<file path="config.mk">
export PLATFORM = sky130hd
export DESIGN_NAME = step_sequencer
export DESIGN_NICKNAME = d
export VERILOG_FILES = /design/src/rtl/step_sequencer_pkg.sv /design/src/rtl/step_sequencer.sv
export SDC_FILE = /design/constraint.sdc
export NUM_CORES = 1
export LEC_CHECK = 0
export CORE_UTILIZATION = 29
export CTS_CLUSTER_DIAMETER = 150
export DETAILED_ROUTE_END_ITERATION = 8
export MAX_ROUTING_LAYER = met4
export SLEW_MARGIN = 20
export SYNTH_ARGS = -nofsm -noshare
export SYNTH_HDL_FRONTEND = slang
export SYNTH_SLANG_ARGS = --single-unit
export TNS_END_PERCENT = 5
</file>
<file path="constraint.sdc">
create_clock -name clk -period 1.8 [get_ports clk]
set_input_delay 0.27 -clock clk [delete_from_list [all_inputs] [get_ports clk]]
set_output_delay 0.27 -clock clk [all_outputs]
set_load 0.01 [all_outputs]
</file>
<file path="src/rtl/step_sequencer_pkg.sv">
//------------------------------------------------------------------------------
// step_sequencer_pkg
//   Shared control definitions for the step sequencer and its step decoder.
//   Revision: 1.0
//------------------------------------------------------------------------------
`default_nettype none

package step_sequencer_pkg;

   localparam int DEF_STEP_W   = 5;
   localparam int DEF_MAX_STEP = 10;
   localparam int DEF_CNT_W    = 16;

   // Step code 0 leaves every decoder output low.
   localparam int STEP_IDLE    = 0;

   typedef enum logic [1:0] {
      ST_IDLE   = 2'd0,
      ST_RUN    = 2'd1,
      ST_HALTED = 2'd2
   } seq_state_t;

endpackage : step_sequencer_pkg

`default_nettype wire

</file>
<file path="src/rtl/step_sequencer.sv">
//------------------------------------------------------------------------------
// step_sequencer
//   Control-step generator: walks each instruction through steps 1..MAX_STEP.
//   Revision: 1.0
//------------------------------------------------------------------------------
`default_nettype none

module step_sequencer
   import step_sequencer_pkg::*;
#(
   parameter int STEP_W   = DEF_STEP_W,
   parameter int MAX_STEP = DEF_MAX_STEP,
   parameter int CNT_W    = DEF_CNT_W
) (
   input  logic              clk,
   input  logic              reset,
   input  logic              start,
   input  logic              enable,
   input  logic              done,
   input  logic              halt,
   input  logic              resume,
   output logic [STEP_W-1:0] step_code,
   output logic              busy,
   output logic              halted,
   output logic              last_step,
   output logic              step_err,
   output logic [CNT_W-1:0]  instr_count
);

   localparam logic [STEP_W-1:0] C_STEP_IDLE  = STEP_W'(STEP_IDLE);
   localparam logic [STEP_W-1:0] C_STEP_FIRST = STEP_W'(1);
   localparam logic [STEP_W-1:0] C_STEP_MAX   = STEP_W'(MAX_STEP);
   localparam logic [CNT_W-1:0]  C_CNT_ONE    = CNT_W'(1);

   seq_state_t        state_q, state_d;
   logic [STEP_W-1:0] step_q,  step_d;
   logic              err_q,   err_d;
   logic [CNT_W-1:0]  cnt_q,   cnt_d;

   always_ff @(posedge clk) begin
      if (reset) begin
         state_q <= ST_IDLE;
         step_q  <= C_STEP_IDLE;
         err_q   <= 1'b0;
         cnt_q   <= '0;
      end else begin
         state_q <= state_d;
         step_q  <= step_d;
         err_q   <= err_d;
         cnt_q   <= cnt_d;
      end
   end

   always_comb begin
      state_d = state_q;
      step_d  = step_q;
      err_d   = err_q;
      cnt_d   = cnt_q;

      case (state_q)
         ST_IDLE: begin
            step_d = C_STEP_IDLE;
            if (halt) begin
               state_d = ST_HALTED;
            end else if (start) begin
               state_d = ST_RUN;
               step_d  = C_STEP_FIRST;
            end
         end

         ST_RUN: begin
            if (halt) begin
               state_d = ST_HALTED;
               step_d  = C_STEP_IDLE;
            end else if (done) begin
               cnt_d = cnt_q + C_CNT_ONE;
               if (start) begin
                  step_d = C_STEP_FIRST;
               end else begin
                  state_d = ST_IDLE;
                  step_d  = C_STEP_IDLE;
               end
            end else if (!enable) begin
               step_d = step_q;
            end else if (step_q >= C_STEP_MAX) begin
               // Ran past the last step without done: abort, do not retire.
               err_d   = 1'b1;
               state_d = ST_IDLE;
               step_d  = C_STEP_IDLE;
            end else begin
               step_d = step_q + C_STEP_FIRST;
            end
         end

         ST_HALTED: begin
            step_d = C_STEP_IDLE;
            if (resume) begin
               state_d = ST_IDLE;
            end
         end

         default: begin
            state_d = ST_IDLE;
            step_d  = C_STEP_IDLE;
         end
      endcase
   end

   assign step_code   = step_q;
   assign busy        = (state_q == ST_RUN);
   assign halted      = (state_q == ST_HALTED);
   assign last_step   = (state_q == ST_RUN) && (step_q == C_STEP_MAX);
   assign step_err    = err_q;
   assign instr_count = cnt_q;

endmodule : step_sequencer

`default_nettype wire

</file>
==> results.tsv, run 1 <==
metric	value	unit
status	complete, no violations	
detailed router's first-iteration violation count	40	
Max Fclk	0.588	GHz
crit-path max FO	4	
RD Place Congestion	0.818	
Mapped Area	0.00121	mm^2
YS warnings	0	
GRT Util Overall	0.143	
Levels on crit path	5	
Residual DRC	0	
Slew HR	0.749	
ranking of synthesized cells by area	dfxtp_1 (40%), nor2_1 (5.0%), xor2_1 (4.3%), a21oi_1 (4.1%), nand2_1 (3.7%)	
first-pass GRT wire length	4.95	mm
die width	66.6	um
Post-DP HPWL	2.26	mm
CP startpoint kind	primary input	
P&R area growth vs syn	43.1	%
Synth Flop Type	dfxtp_1	
synth unique cells	35	
critical path, cell by cell	clkdlybuf4s50_1 > nand4bb_4 > or3_4 > or4_1 > a21oi_1	
max-slew violations	0	
WP data arrival	1910	ps
CP Buf/Inv Count	1	
Seq/Total Area, Yosys	0.397	
count leader, synth	dfxtp_1	
Hold Path Cell Cnt	2	
#FFs+latches synth	24	
Non-Filler Instances	236	
R2R cell count	4	
final WL	2.99	mm
mean post-synth cell area	8.53	um^2
Comb pwr share	0.099	
PwrDens	582	mW/mm^2
Site Rows	23	
Synthesized Nets	152	
Pleak	0.000650	uW
grt ovf	0	
Ports	32	
CP Class	primary input to flop	
worst skew pair latency	270	ps
Synth top area share	0.397	
final setup fails	0	
Initial Utilization	0.303	
# diodes	0	
Post-synth EDFFs	0	
Clock Path Buffers	2	
placed cells	231	
Worst setup EP type	flop	
slowest stage delay, CP	480	ps
CTS tree	yes	
initial antenna violation count	0	
Internal	784	uW
Post-Synthesis Cells	142	
period utilization	0.945	
Routed Antenna Nets	0	
Final Hold Vio Count	0	
Nets	197	
ys async rst share	0	
Layout Skew	8.80	ps
Pre-Repair DR Iteration Count	4	
CTS Hold Bufs	0	
cell family with most CP delay	simple AND/OR/NAND/NOR gates	
max_cap viols	0	
Design Area, Final	0.00173	mm^2
Min Clock Period, post-route	1700	ps
clock sinks	24	
switching power	224	uW
total CTS buffers	3	
post-layout util	0.433	
Req. time, crit path	2010	ps
# port buffers	31	
Die Area	0.00444	mm^2
Worst-path clk slew	90	ps
vias post-DR	1183	
switching share of total power	0.222	
placed cell areas	0.00166	mm^2
fraction of layout cells with a size suffix above 1	0.140	
Reg power frac	0.536	
Clock Power Share	0.365	
leading area contributor after synthesis	dfxtp_1	
root buffer cell	clkbuf_8	
measured slew at the worst slew-check pin	374	ps
overall die height	66.6	um
crit path max-delay cell type	or4_1	
drt via density	5.01	
Max VDD drop	0.000269	V
RSZ-0062 raised after global routing	false	
Hold Path Class	flop to flop	
commonest cells in the netlist	dfxtp_1 (24), nor2_1 (16), nand2_1 (12)	
number of global-route vias before repair	1113	
Core ar.	0.00400	mm^2
# H-tree levels	1	
largest net degree at the start of global routing	17	
Fin Setup TNS	0	ps
wire per inst	12.7	um
## flip-flops by register name, indices dropped and copies added, names as in the netlist
| register | cells |
|---|---|
| step_err | 1 |
| instr_count | 16 |
| step_code | 5 |
| state_q | 2 |
## through the flow
step           setup WS (ps)  hold WS, ps  total power (uW)
2_1_floorplan           35.7          423               603
3_3_place_gp            -224          438               653
3_5_place_dp            -277          446               655
4_1_cts                 15.1          460              1020
5_1_grt                 11.9          471              1040
6_report                99.8          454              1010
## power groups by stage
stage / Combinational, uW / Sequential, uW / Clock (uW)
global placement: 99.7 / 553 / 0
detailed placement: 102 / 553 / 0
floorplan: 47.0 / 556 / 0
global route: 109 / 541 / 394
CTS: 101 / 541 / 374
finish: 99.5 / 541 / 368
## cells in the final DEF (no fill, tap or decap), drive strengths merged, types with 3 or more instances in the layout
master / instances
a21oi: 10
and3: 3
buf: 16
clkbuf: 4
clkdlybuf4s50: 27
dfxtp: 24
ha: 3
inv: 5
nand2: 12
nand2b: 3
nand3: 5
nand4: 4
nor2: 16
nor3: 4
nor4: 4
o21ai: 3
o31ai: 5
or3: 3
or4: 4
xnor2: 4
xor2: 6
## final cells by class
class / instances / area (um^2)
Multi-Input combinational cell: 106 / 681
Tap cell: 50 / 62.6
Fill cell: 388 / 2270
Sequential cell: 24 / 483
Timing Repair Buffer: 47 / 433
Inverter: 5 / 18.8
Clock buffer: 4 / 55.1
## kinds of logic (layout without fill, tap and decap cells)
family,Yosys count,after routing,share of synthesized area
AOI/OAI and AO/OA,24,24,0.125
xor gates and xnor gates,10,10,0.0723
adders and majority gates,3,3,0.0310
buffers and inverters,12,56,0.0455
DFF,24,24,0.397
muxes,1,1,0.00826
and+or+nand+nor,68,68,0.321
## routing by layer
metal / routed length [um] / global-route usage / vias to the layer above / share of wire
met4: 17 / 0.0399 / 0 / 0.0057
met5: 0 / - / - / 0
met1: 1480 / 0.183 / 567 / 0.50
li1: - / - / 594 / -
met2: 1420 / 0.242 / 20 / 0.48
met3: 66 / 0.0103 / 2 / 0.022
## repair_timing
action,CTS,global route
endpoints found under the hold margin,0,0
gates resized for setup,4,3
setup endpoints to repair,3,5
buffers inserted,0,1
pin swaps,0,2
## worst register-to-register path: cells and delay by family, from the launching register on
family          cells  cell delay (ps)
simple gates        3             1080
flops               1              420
compound gates      1              140
## worst paths after layout
kind	startpoint	end	slack (ps)
worst min-delay path	step_err	step_err	450
worst min register to register	step_err	step_err	450
worst max-delay path	halt	instr_count[15]	100
worst max register to register	instr_count[3]	instr_count[15]	110
Power figures use the tool's default switching activity.
==> inputs of run 2 (changes only) <==
--- a/config.mk
+++ b/config.mk
@@ -9,4 +9,5 @@
 export CTS_CLUSTER_DIAMETER = 150
 export DETAILED_ROUTE_END_ITERATION = 8
+export GPL_TIMING_DRIVEN = 0
 export MAX_ROUTING_LAYER = met4
 export SLEW_MARGIN = 20
==> constraint.sdc (replaced) <==
create_clock -name clk -period 1.8 [get_ports clk]
set_input_delay 0.27 -clock clk [delete_from_list [all_inputs] [get_ports clk]]
set_output_delay 0.27 -clock clk [all_outputs]
set_load 0.005 [all_outputs]
==> run 2 against run 1 <==
Clock power is 28% higher. Register-to-register slack lost 80 ps. Critical path depth is 1 higher. Worst setup slack got worse by 71 ps.
==> results.tsv, run 2 (same netlist as run 1, synthesis figures left out) <==
metric	value	unit	change
Ports	32		unchanged
Comb pwr share	0.074		-0.025
final setup fails	0		unchanged
initial antenna violation count	0		unchanged
P&R area growth vs syn	39.6	%	
RD Place Congestion	0.852		+4.1%
Clock Path Buffers	2		unchanged
Initial Utilization	0.303		unchanged
wire per inst	11.9	um	-6.1%
detailed router's first-iteration violation count	52		+30%
Fin Setup TNS	0	ps	unchanged
total CTS buffers	3		unchanged
Routed Antenna Nets	0		unchanged
worst skew pair latency	270	ps	about the same
Internal	875	uW	+12%
overall die height	66.6	um	unchanged
crit path launch	state_q[1]		
CP endpoint	instr_count[15]		
Site Rows	23		unchanged
number of global-route vias before repair	1064		-4.4%
max reg flops	16		unchanged
Final Hold Vio Count	0		unchanged
commonest cells after routing, fill and taps aside	clkdlybuf4s50_1 (27), nor2_1 (16), dfxtp_1 (16), nand2_1 (12), a21oi_1 (8)		
final WL	2.69	mm	-10%
Clock Power Share	0.429		+0.064
Hold Path Cell Cnt	2		unchanged
drt via density	4.92		-1.8%
Worst setup EP type	flop		
Die Area	0.00444	mm^2	unchanged
# port buffers	30		-3.2%
Residual DRC	0		unchanged
Slew HR	0.643		-0.105
post-layout util	0.423		-0.0106
period utilization	0.984		+0.0396
# diodes	0		unchanged
grt ovf	0		unchanged
CTS Hold Bufs	0		unchanged
clock sinks	24		unchanged
Reg power frac	0.497		-0.039
first-pass GRT wire length	4.62	mm	-6.7%
Hold Path Class	flop to flop		
largest net degree at the start of global routing	15		-2
Nets	187		-5.1%
Pre-Repair DR Iteration Count	3		-1
Req. time, crit path	2010	ps	about the same
Pleak	0.000593	uW	-8.7%
CTS tree	yes		
Overall Power	1090	uW	+8.6%
Worst-path clk slew	90	ps	about the same
R2R cell count	6		+2
Core ar.	0.00400	mm^2	unchanged
PwrDens	648	mW/mm^2	+11%
root buffer cell	clkbuf_8		
R2R Setup Slk	30	ps	-80 ps
measured slew at the worst slew-check pin	535	ps	+161 ps
status	complete, no violations		
max-slew violations	0		unchanged
Min Clock Period, post-route	1770	ps	+71.2 ps
fraction of layout cells with a size suffix above 1	0.136		-0.00342
CP startpoint kind	flop		
# fillers	396		+2.1%
vias post-DR	1112		-6.0%
switching power	219	uW	-2.0%
max_cap viols	0		unchanged
Max VDD drop	0.000356	V	+32%
Layout Skew	13.6	ps	+4.83 ps
Max Fclk	0.565	GHz	-4.0%
commonest non-fill, non-tap cell in the layout	clkdlybuf4s50_1		
# H-tree levels	1		unchanged
die width	66.6	um	unchanged
switching share of total power	0.200		-0.0217
WP data arrival	1980	ps	+70 ps
GRT Util Overall	0.133		-0.0103
RSZ-0062 raised after global routing	true		
Post-DP HPWL	1.97	mm	-13%
CP Class	flop to flop		
FF-to-FF Start	state_q[1]		
reg-to-reg endpoint	instr_count[15]		
crit-path max FO	10		+6
==> run 2: worst min-delay path by stage <==
stage / to / startpoint / slack [ps]
after floorplan: state_q[1] / halt / 420
after global placement: step_err / step_err / 440
after detailed placement: step_err / step_err / 450
after CTS: step_code[4] / enable / 440
after global routing: step_code[4] / enable / 500
final: step_err / step_err / 450
==> run 2: per-stage QoR <==
step	setup WS [ps]	area, um^2	std cells	hold WS (ps)
finish	28.6	1690	226	450
global route	-31.8	1690	226	497
CTS	-39.3	1660	226	444
detailed placement	-539	1570	222	446
global placement	-535	1570	222	444
floorplan	35.8	1210	142	423
==> run 2: worst max-delay path, cell delays in order (launching register included) <==
cell	delay (ps)
dfxtp_1	320
buf_6	130
nand4bb_4	190
or3_4	340
buf_6	140
or4_4	470
a21oi_2	120
==> run 2: per-layer routing <==
metal / vias up / routed length [um] / GRT usage
met1: 524 / 1320 / 0.167
li1: 574 / - / -
met5: - / 0 / -
met3: 2 / 62 / 0.0171
met2: 12 / 1290 / 0.229
met4: 0 / 18 / 0.0239
==> run 2: what timing repair did <==
action	in CTS	in global routing
gates resized for setup	6	16
hold endpoints to repair	0	0
cloned	0	0
buffers inserted	1	0
pin swaps	2	3
setup endpoints to repair	6	8
==> run 2: final cells by class <==
class                           count  area, um^2  area share
Timing Repair Buffer               31         308       0.182
Clock inverter                      1        30.0      0.0178
Tap cell                           50        62.6      0.0370
Buffer                              6        41.3      0.0244
Sequential cell                    24         493       0.292
Multi-Input combinational cell    106         696       0.412
Inverter                            5        18.8      0.0111
Clock buffer                        3        41.3      0.0244
==> run 2: power by group through the flow <==
stage,Sequential (uW),Combinational (uW),Clock (uW)
2_1_floorplan,555,45.6,0
3_3_place_gp,556,80.2,0
3_5_place_dp,557,81.2,0
4_1_cts,544,80.9,483
5_1_grt,545,89.6,500
6_report,544,81.0,470
==> inputs of run 3 (changes only) <==
Settings changed: REMOVE_ABC_BUFFERS from default to 1.
==> run 3 against run 2 <==
Sequential share of layout area rose by 1.1 points. Clock skew shrank 8.1 ps. Wire length down 5.0%. Clock power shrank 24%. Worst hold slack better by 8.8 ps. Worst setup slack better by 51 ps. Largest cell class unchanged. Highest routed layer unchanged.
==> results.tsv, run 3 (same netlist as run 1, synthesis figures left out) <==
metric	value	unit	change
overall die height	66.6	um	unchanged
fraction of layout cells with a size suffix above 1	0.0936		-0.0428
GRT Util Overall	0.130		-0.00339
critical path, cell by cell	dlygate4sd2_1 > nand4bb_4 > or3_4 > or4_1 > a21oi_1		
Hold Startpoint	step_err		
Worst setup EP type	flop		
WP data arrival	1890	ps	-90 ps
status	complete, no violations		
final setup fails	0		unchanged
total CTS buffers	3		unchanged
RD Place Congestion	0.763		-10%
R2R cell count	4		-2
Core ar.	0.00400	mm^2	unchanged
Max Fclk	0.581	GHz	+3.0%
root buffer cell	clkbuf_8		
CTS Hold Bufs	0		unchanged
reg-to-reg endpoint	instr_count[13]		
measured slew at the worst slew-check pin	760	ps	+225 ps
Worst-path clk slew	90	ps	about the same
placed cells	216		-2.7%
# H-tree levels	1		unchanged
first-pass GRT wire length	4.40	mm	-4.8%
grt ovf	0		unchanged
die width	66.6	um	unchanged
Routed Antenna Nets	0		unchanged
Final Hold Vio Count	0		unchanged
vias post-DR	1099		-1.2%
Pre-Repair DR Iteration Count	4		+1
Layout Skew	5.58	ps	-8.05 ps
Initial Utilization	0.303		unchanged
Internal	769	uW	-12%
Pleak	0.000551	uW	-7.1%
CP Buf/Inv Count	1		-1
Clock Power Share	0.367		-0.062
FF-to-FF Start	state_q[1]		
Non-Filler Instances	221		-2.2%
Ports	32		unchanged
Nets	182		-2.7%
Site Rows	23		unchanged
number of global-route vias before repair	1037		-2.5%
Max VDD drop	0.000283	V	-21%
Reg power frac	0.560		+0.063
max reg flops	16		unchanged
drt via density	4.97		+1.1%
slowest stage delay, CP	470	ps	about the same
largest net degree at the start of global routing	22		+7
Overall Power	978	uW	-11%
Min Clock Period, post-route	1720	ps	-51.2 ps
Slew HR	0.492		-0.152
Die Area	0.00444	mm^2	unchanged
crit-path max FO	8		-2
Comb pwr share	0.073		about the same
commonest non-fill, non-tap cell in the layout	clkdlybuf4s50_1		
Hold Path Sink	step_err		
Post-DP HPWL	1.80	mm	-8.5%
max_cap viols	0		unchanged
CP Class	primary input to flop		
switching share of total power	0.213		+0.0125
Req. time, crit path	1970	ps	-40 ps
PwrDens	602	mW/mm^2	-7.0%
Hold Path Class	flop to flop		
switching power	208	uW	-5.2%
initial antenna violation count	0		unchanged
commonest cells after routing, fill and taps aside	clkdlybuf4s50_1 (28), dfxtp_1 (17), nor2_1 (16), nand2_1 (12), a21oi_1 (10)		
RSZ-0062 raised after global routing	false		
crit path max-delay cell type	or4_1		
CTS tree	yes		
cell family with most CP delay	simple AND/OR/NAND/NOR gates		
detailed router's first-iteration violation count	34		-35%
max-slew violations	0		unchanged
final WL	2.56	mm	-5.0%
clock sinks	24		unchanged
# diodes	0		unchanged
P&R area growth vs syn	34.0	%	
Clock Path Buffers	2		unchanged
period utilization	0.956		-0.0284
worst skew pair latency	260	ps	about the same
Hold Path Cell Cnt	2		unchanged
wire per inst	11.6	um	-2.8%
# port buffers	31		+3.3%
R2R Setup Slk	100	ps	+70 ps
CP startpoint kind	primary input		
Residual DRC	0		unchanged
run 3: changes by cell type in the layout (fill, tap and decap cells not counted), moves of 2 or more:
| cell | previous run | this run |
|---|---|---|
| a21oi_1 | 8 | 10 |
| or4_1 | 2 | 4 |
| clkbuf_1 | 3 | 0 |
| buf_6 | 2 | 0 |
| a21oi_2 | 2 | 0 |
| or4_4 | 2 | 0 |
run 3: timing repair:
action,in CTS,in global routing
pin swaps,0,2
buffers inserted,0,1
gates cloned,0,0
resized for setup,9,3
setup endpoints to repair,6,4
run 3: how the worst max path moves through the flow:
stage                   start  cells after the start               to
3_5_place_dp             halt                      5  instr_count[13]
3_3_place_gp             halt                      5  instr_count[15]
6_report                 halt                      5  instr_count[13]
4_1_cts                  halt                      5  instr_count[13]
2_1_floorplan      state_q[1]                      4  instr_count[13]
5_1_grt        instr_count[3]                      4  instr_count[15]
run 3: power groups by stage:
stage               registers (uW)  clock network [uW]  logic, uW
CTS                            547                 367       72.0
global route                   549                 397       79.4
floorplan                      557                   0       31.6
global placement               559                   0       72.5
detailed placement             560                   0       73.2
finish                         547                 359       71.7
run 3: cell type report:
class | count | area, um^2
clock buffers | 4 | 55.1
fillers | 417 | 2380
inverters | 5 | 18.8
multi-input cells | 106 | 681
flip-flops and latches | 24 | 492
well taps | 50 | 62.6
repair buffers | 32 | 314
run 3: tightest hold or removal path, cell delays in order (launching register included):
cell and delay, ps:
dfxtp_1 320, inv_1 50, a21oi_1 50
run 3: metrics by stage:
step	worst slack, ps	TNS, ps	area, um^2	util	hold WS [ps]
floorplan	107	0	1170	-	339
CTS	21.5	0	1610	0.403	467
global placement	-514	-2410	1550	0.387	451
global route	0.802	0	1620	0.406	502
detailed placement	-573	-2770	1550	0.387	455
finish	79.7	0	1620	0.406	459
run 3: metal layers:
layer	GRT usage	share of wire	up-vias
li1	-	-	564
met1	0.162	0.50	513
met2	0.212	0.46	20
met3	0.0205	0.026	2
met4	0.0426	0.0086	0
met5	-	0	-
